===== src/rtl/timer_pkg.sv =====
// Shared definitions for the interval timer: interval codes and FSM state type.
package timer_pkg;

    localparam logic [1:0] BASE = 2'd0;
    localparam logic [1:0] EXTD = 2'd1;
    localparam logic [1:0] YELL = 2'd2;

    typedef enum logic [2:0] {
        StIdle,
        StFetch,
        StWait,
        StCount,
        StDone
    } state_t;

endpackage


===== src/rtl/tick_divider.sv =====
// One-cycle tick strobe every CLK_DIV clk cycles, restartable by a synchronous clear.
module tick_divider #(
    parameter int unsigned CLK_DIV = 4
) (
    input  logic clk,
    input  logic Reset,
    input  logic clear,
    output logic tick
);

    localparam int unsigned CntW = $clog2(CLK_DIV);
    localparam logic [CntW-1:0] CntLast = CntW'(CLK_DIV - 1);

    logic [CntW-1:0] cnt_q, cnt_d;

    assign tick = (cnt_q == CntLast);

    always_comb begin
        cnt_d = cnt_q + 1'b1;
        if (clear || tick) begin
            cnt_d = '0;
        end
    end

    always_ff @(posedge clk or posedge Reset) begin
        if (Reset) begin
            cnt_q <= '0;
        end else begin
            cnt_q <= cnt_d;
        end
    end

endmodule


===== src/rtl/interval_timer.sv =====
// Interval timer: fetches a duration from the parameter store and counts it down in seconds.
// Optional macro TIMER_RESTART_EN lets Start_Timer restart a running countdown.
module interval_timer
    import timer_pkg::*;
#(
    parameter int unsigned CLK_DIV = 4
) (
    input  logic       clk,
    input  logic       Reset,
    input  logic       Start_Timer,
    input  logic [1:0] interval_req,
    input  logic       prog_active,
    input  logic [3:0] value,
    output logic [1:0] interval,
    output logic       busy,
    output logic       expired,
    output logic [3:0] remaining
);

    state_t     state_q, state_d;
    logic [1:0] interval_q, interval_d;
    logic [3:0] remaining_q, remaining_d;
    logic       tick;
    logic       div_clear;

    // Divider restarts on the load edge so the first tick lands CLK_DIV cycles later.
    assign div_clear = (state_q == StWait);

    tick_divider #(
        .CLK_DIV(CLK_DIV)
    ) u_tick_divider (
        .clk  (clk),
        .Reset(Reset),
        .clear(div_clear),
        .tick (tick)
    );

    always_comb begin
        state_d     = state_q;
        interval_d  = interval_q;
        remaining_d = remaining_q;
        case (state_q)
            StIdle: begin
                if (Start_Timer) begin
                    interval_d = interval_req;
                    state_d    = StFetch;
                end
            end
            StFetch: begin
                if (!prog_active) begin
                    state_d = StWait;
                end
            end
            StWait: begin
                remaining_d = value;
                state_d     = StCount;
            end
            StCount: begin
`ifdef TIMER_RESTART_EN
                if (Start_Timer) begin
                    interval_d = interval_req;
                    state_d    = StFetch;
                end else
`endif
                if (remaining_q == 4'd0) begin
                    state_d = StDone;
                end else if (tick) begin
                    remaining_d = remaining_q - 4'd1;
                    if (remaining_q == 4'd1) begin
                        state_d = StDone;
                    end
                end
            end
            StDone: begin
                state_d = StIdle;
            end
            default: begin
                state_d = StIdle;
            end
        endcase
    end

    always_ff @(posedge clk or posedge Reset) begin
        if (Reset) begin
            state_q     <= StIdle;
            interval_q  <= BASE;
            remaining_q <= 4'd0;
        end else begin
            state_q     <= state_d;
            interval_q  <= interval_d;
            remaining_q <= remaining_d;
        end
    end

    assign interval  = interval_q;
    assign remaining = remaining_q;
    assign busy      = (state_q != StIdle);
    assign expired   = (state_q == StDone);

endmodule


===== config.mk =====
export PLATFORM = sky130hd
export DESIGN_NAME = interval_timer
export DESIGN_NICKNAME = d
export VERILOG_FILES = /design/src/rtl/timer_pkg.sv /design/src/rtl/tick_divider.sv /design/src/rtl/interval_timer.sv
export SDC_FILE = /design/constraint.sdc
export NUM_CORES = 1
export LEC_CHECK = 0
export CAP_MARGIN = 10
export CORE_MARGIN = 2
export CORE_UTILIZATION = 44
export CTS_CLUSTER_SIZE = 20
export DETAILED_ROUTE_END_ITERATION = 10
export HOLD_SLACK_MARGIN = 0.03
export PLACE_DENSITY = 0.76
export SYNTH_ARGS = -nofsm -noshare
export SYNTH_HDL_FRONTEND = slang
export SYNTH_SLANG_ARGS = --single-unit

===== constraint.sdc =====
create_clock -name clk -period 2.1 [get_ports clk]
set_input_delay 0.42 -clock clk [delete_from_list [all_inputs] [get_ports clk]]
set_output_delay 0.42 -clock clk [all_outputs]
set_load 0.05 [all_outputs]

## Word level (Yosys, flattened, before mapping)

Index checks and enable logic that the tools add are counted.

| storage, ports and cells | value |
|---|---|
| output and inout bits | 8 |
| bits of input ports | 10 |
| bits in registers | 11 |
| logic and storage cells | 36 |

| operators by class | value |
|---|---|
| $add $sub $neg | 2 |
| multiplexer cells | 10 |
| equal/unequal tests | 12 |
| reduce and logical (&&, ||, !) cells | 8 |

Operators by type and width:

| cell | number |
|---|---|
| $mux W3 | 5 |
| $pmux W3 S4 | 1 |
| $mux W4 | 2 |
| $pmux W4 S2 | 1 |
| $eq A3 B2 Y1 const B | 2 |
| $ne A2 B2 Y1 const B | 3 |
| $eq A4 B1 Y1 const B | 1 |
| $logic_not A4 Y1 | 1 |
| $reduce_and A4 Y1 | 1 |
| $sub A4 B1 Y4 const B | 1 |
| $eq A3 B1 Y1 const B | 1 |
| $eq A3 B3 Y1 const B | 1 |
| $logic_not A3 Y1 | 1 |
| $ne A3 B2 Y1 const B | 1 |
| $ne A3 B3 Y1 const B | 1 |
| $reduce_and A3 Y1 | 1 |
| $reduce_bool A3 Y1 | 1 |
| $add A2 B1 Y2 const B | 1 |
| $eq A2 B2 Y1 const B | 1 |
| $mux W2 | 1 |
| $ne A2 B1 Y1 const B | 1 |
| $reduce_and A2 Y1 | 1 |
| $reduce_bool A2 Y1 | 1 |
| $logic_or A1 B1 Y1 | 1 |

## Logic depth before layout (Yosys ltp)

| logic depth | value |
|---|---|
| word-level depth | 5 |
| gate-level depth with buffers | 6 |

## Cells and area by module

From an unflattened synthesis, not the netlist that was laid out.

| second synthesis, totals | value |
|---|---|
| cell total of the unflattened synthesis | 63 |
| area total of the unflattened synthesis | 653.1 um^2 |

Modules (own cells, without submodules):

| module | seq. area each (um^2) | instances | area each (um^2) | cells each |
|---|---|---|---|---|
| interval_timer | 225.2 | 1 | 564.3 | 57 |
| tick_divider | 50.0 | 1 | 88.8 | 6 |

## Worst setup path before layout

OpenSTA, ideal clock, no wires.

| timing path | value |
|---|---|
| path type | register -> output |
| from | reg state_q[0] |
| to | out expired |
| data arrival time | 1659 ps |
| slack | 21 ps |
| stages on the path, launching flop included | 3 |
| required time | 1680 ps |
| cell sequence | dfrtp_1 > buf_6 > nor3b_1 |

| on the way | value |
|---|---|
| word-level cells in the longest chain between the ends | 1 |

Ends and longest elaborated chain:

| element | RTL line | source |
|---|---|---|
| start, declared | interval_timer.sv:20 | `state_t state_q, state_d;` |
| start signal, assigned | interval_timer.sv:85 | `state_q <= StIdle;` |
| start signal, assigned | interval_timer.sv:89 | `state_q <= state_d;` |
| $eq A3 B3 Y1 | interval_timer.sv:98 | `assign expired = (state_q == StDone);` |
| end, declared | interval_timer.sv:16 | `output logic expired,` |

Every way passes these cells.

## Final worst setup path

| timing path | value |
|---|---|
| from | reg remaining_q[2] (netlist: remaining[2]) |
| to | out remaining[2] |

RTL lines:

| element | RTL line | source |
|---|---|---|
| start, declared | interval_timer.sv:22 | `logic [3:0] remaining_q, remaining_d;` |
| start signal, assigned | interval_timer.sv:91 | `remaining_q <= remaining_d;` |
| end, declared | interval_timer.sv:17 | `output logic [3:0] remaining` |

No word-level cell between the ends.

==> results.txt <==
----------------------------------------------------
[Job]
  Number of max-cap violations ... 0

[Clocking]
  Count of hold-fix buffers inserted at cts ... 0
  Htree depth ... 1
  Number of clock sinks ... 11
  Root buffer selected by CTS ... sky130_fd_sc_hd__clkbuf_4
  Total CTS buffers ... 3
  Worst-Skew Late Latency ... 0.27 ns
  Number of buffers inserted to repair setup after CTS ... 0
  Post-CTS sizing ... 0
  Number of buffers on the longest clock path ... 2
  Clock slew at the register clock pins of the worst setup and hold paths ... 0.07 ns
  Clock tree from TritonCTS ... built

[Critical path]
  Slowest stage cell, crit path ... sky130_fd_sc_hd__clkdlybuf4s50_1
  Critical Path Sink Type ... primary output
  Maximum fanout encountered on the critical timing path ... 9
  Kind of cell with the highest combined delay on the critical path ... buffers and inverters
  Reg-to-reg slack, setup ... 0.37 ns
  Setup crit start kind ... register
  Endpoint arrival time on the critical path ... 1.60 ns
  Cells on worst reg2reg path ... 6
  Ordered cell list for the critical path ... clkdlybuf4s50_1
  Endpoint required time on the critical path ... 1.68 ns
  Setup Crit Path Kind ... register to primary output
  Buffers and inverters on the worst path ... 1
  Total number of cells along the worst setup path ... 1
  Maximum single-stage delay on the critical path ... 0.85 ns

[Drt]
  Via count of the routed design ... 503
  Number of routed nets with antenna violations ... 0
  Detail-routed via count per cell ... 5.29
  Final wirelength ... 1190 um
  DRC errors left ... 0
  Number of detailed-routing iterations run before antenna repair ... 3
  1st-iter DRT viols ... 3
  WL per Instance ... 12.5 um

[Cells and area]
  Layout cell share with drive strength beyond 1 ... 0.138
  Antenna diode instance count ... 0
  Layout-stage area growth over the synthesis result ... 32.5%
  Final std cell area, no fill ... 811 um2
  Number of nets in the finished design ... 94

[Timing]
  Total negative slack for setup checks ... 0 ns
  Final max-slew violation count ... 0
  Portion of the clock cycle consumed by the worst path in the final layout ... 0.962
  RSZ-0062 raised after global routing ... no
  Slew of the pin with the lowest slew margin ... 0.496 ns
  Max Clock Skew ... 0.00132 ns
  Hold violation count in the final report ... 0
  Headroom to the max-slew limit ... 0.668
  Number of endpoints failing setup at the final stage ... 0
  Highest Clock Rate ... 495 MHz
  Clock period minus worst slack ... 2.02 ns

[Yosys]
  Synthesized Nets ... 73
  Synthesis-stage register bit count ... 11
  Post-synthesis instance area ... 612 um2
  Sequential-to-total area share from yosys stat ... 0.450
  Count of cell types in the netlist ... 21
  Count of mapped cells out of synthesis ... 60
  Post-synthesis average cell area ... 10.2 um2
  Synth warnings ... 0

[Floorplanning]
  Core box area ... 0.00130 mm2
  Number of top-level pins ... 18
  Site Rows ... 13
  Total Die Area ... 0.00170 mm2
  Chip height ... 41.3 um
  Initial Utilization ... 0.470
  Die width ... 41.3 um

[GRT]
  First-pass GRT wire length ... 1800 um
  Number of global-route vias before repair ... 438
  Initial antenna violation count ... 0
  Maximum number of pins on one net before global-route repair ... 12
  Global-route congestion overflow total ... 0
  Total track usage ... 0.169

[Power and ir drop]
  Power Density ... 1650 mW/mm2
  Peak supply drop ... 1.02 mV
  Static leakage ... 0.346 nW

[Outcome]
  Result of the run ... finished, final reports clean

[Place]
  Number of buffers added on ports ... 17
  Final weighted congestion of routability-driven global placement ... 0.713
  Dpl hpwl ... 872 um
  Placed Area ... 785 um2

[Hold path]
  Worst hold path type ... input port to async pin

----------------------------------------------------
-- logic make-up (layout without fill, tap and decap cells) --
logic type | count (synthesis) | after routing | synth area share
AO/OA/AOI/OAI | 17 | 17 | 0.164
adder cells (fa/ha/maj) | 3 | 3 | 0.0614
buffers and inverters | 7 | 27 | 0.0552
flip-flops | 11 | 11 | 0.450
multiplexers | 2 | 2 | 0.0368
AND/OR/NAND/NOR | 20 | 20 | 0.233
-- sequential cells by signal, summed over array words and instances (netlist names) --
name and count:
remaining 4, state_q 3, interval 2, u_tick_divider.cnt_q 2
-- layer usage --
metal / GRT usage / vias to the layer above / share of wire
met1: 0.212 / 228 / 0.48
met3: 0.0532 / 2 / 0.049
met5: 0 / - / 0
met2: 0.250 / 13 / 0.45
met4: 0.105 / 0 / 0.020
li1: - / 260 / -
-- metrics by stage --
| step | instances | hold slack (ns) | total power, mW | setup WS (ns) | utilization |
|---|---|---|---|---|---|
| 4_1_cts | 95 | 0.448 | 1.35 | 0.0699 | 0.623 |
| 5_1_grt | 95 | 0.468 | 1.45 | 0.0188 | 0.623 |
| 2_1_floorplan | 60 | 0.272 | 0.987 | 0.0210 | - |
| 3_3_place_gp | 91 | 0.428 | 1.20 | 0.376 | 0.603 |
| 6_report | 95 | 0.434 | 1.34 | 0.0798 | 0.623 |
| 3_5_place_dp | 91 | 0.436 | 1.20 | 0.376 | 0.603 |
-- worst paths after layout --
| check | startpoint | endpoint |
|---|---|---|
| worst max-delay path | remaining[2] | remaining[2] |
| worst min-delay path | Reset | u_tick_divider.cnt_q[0] |
| worst max register to register | remaining[0] | state_q[0] |
| worst min register to register | u_tick_divider.cnt_q[0] | u_tick_divider.cnt_q[0] |
| max in group asynchronous | Reset | remaining[2] |
| min in group clk | u_tick_divider.cnt_q[0] | u_tick_divider.cnt_q[0] |
-- cells in the final DEF, fill, tap and decap left out --
cell                              count
sky130_fd_sc_hd__clkdlybuf4s50_1     15
sky130_fd_sc_hd__a211o_1              2
sky130_fd_sc_hd__nor4b_1              1
sky130_fd_sc_hd__a21oi_1              5
sky130_fd_sc_hd__mux2_2               2
sky130_fd_sc_hd__or3_1                1
sky130_fd_sc_hd__inv_1                6
sky130_fd_sc_hd__or4b_2               2
sky130_fd_sc_hd__nor2_1               5
sky130_fd_sc_hd__or4_1                1
sky130_fd_sc_hd__nor3_1               3
sky130_fd_sc_hd__clkbuf_1             1
sky130_fd_sc_hd__and4bb_1             1
sky130_fd_sc_hd__dfrtp_1             11
sky130_fd_sc_hd__o21ai_0              7
sky130_fd_sc_hd__nand2b_4             1
sky130_fd_sc_hd__buf_4                2
sky130_fd_sc_hd__nor3b_1              3
sky130_fd_sc_hd__a211oi_1             2
sky130_fd_sc_hd__a21boi_0             1
sky130_fd_sc_hd__clkbuf_4             3
sky130_fd_sc_hd__nor4_1               1
sky130_fd_sc_hd__ha_1                 3
sky130_fd_sc_hd__nand3b_2             1
-- synth_stat cells --
cell                       number  area share
sky130_fd_sc_hd__a211oi_1       2       0.025
sky130_fd_sc_hd__dfrtp_1       11        0.45
sky130_fd_sc_hd__nand3b_2       1       0.018
sky130_fd_sc_hd__or3_1          1       0.010
sky130_fd_sc_hd__o21ai_0        7       0.057
sky130_fd_sc_hd__a211o_1        2       0.029
sky130_fd_sc_hd__nor4_1         1       0.010
sky130_fd_sc_hd__or4_1          1       0.012
sky130_fd_sc_hd__mux2_2         2       0.037
sky130_fd_sc_hd__nor2_1         5       0.031
sky130_fd_sc_hd__and4bb_1       1       0.020
sky130_fd_sc_hd__or4b_2         2       0.033
sky130_fd_sc_hd__ha_1           3       0.061
sky130_fd_sc_hd__buf_6          1       0.018
sky130_fd_sc_hd__nor3_1         3       0.025
sky130_fd_sc_hd__nand2b_4       1       0.022
sky130_fd_sc_hd__a21boi_0       1       0.012
sky130_fd_sc_hd__a21oi_1        5       0.041
sky130_fd_sc_hd__nor4b_1        1       0.014
sky130_fd_sc_hd__inv_1          6       0.037
sky130_fd_sc_hd__nor3b_1        3       0.037
-- area by class of cell --
class,count,area (um2)
well taps,15,18.8
flip-flops and latches,11,275
inverters,6,22.5
fillers,117,490
multi-input cells,42,303
repair buffers,17,165
clock buffers,4,26.3
-- power by group --
part           internal [mW]  switching (mW)  leakage, nW  total, mW
logic                  0.304           0.452        0.198      0.756
registers              0.313           0.125        0.132      0.438
clock network         0.0736          0.0719       0.0150      0.146
total                  0.691           0.649        0.346       1.34
Power figures use the tool's default switching activity.
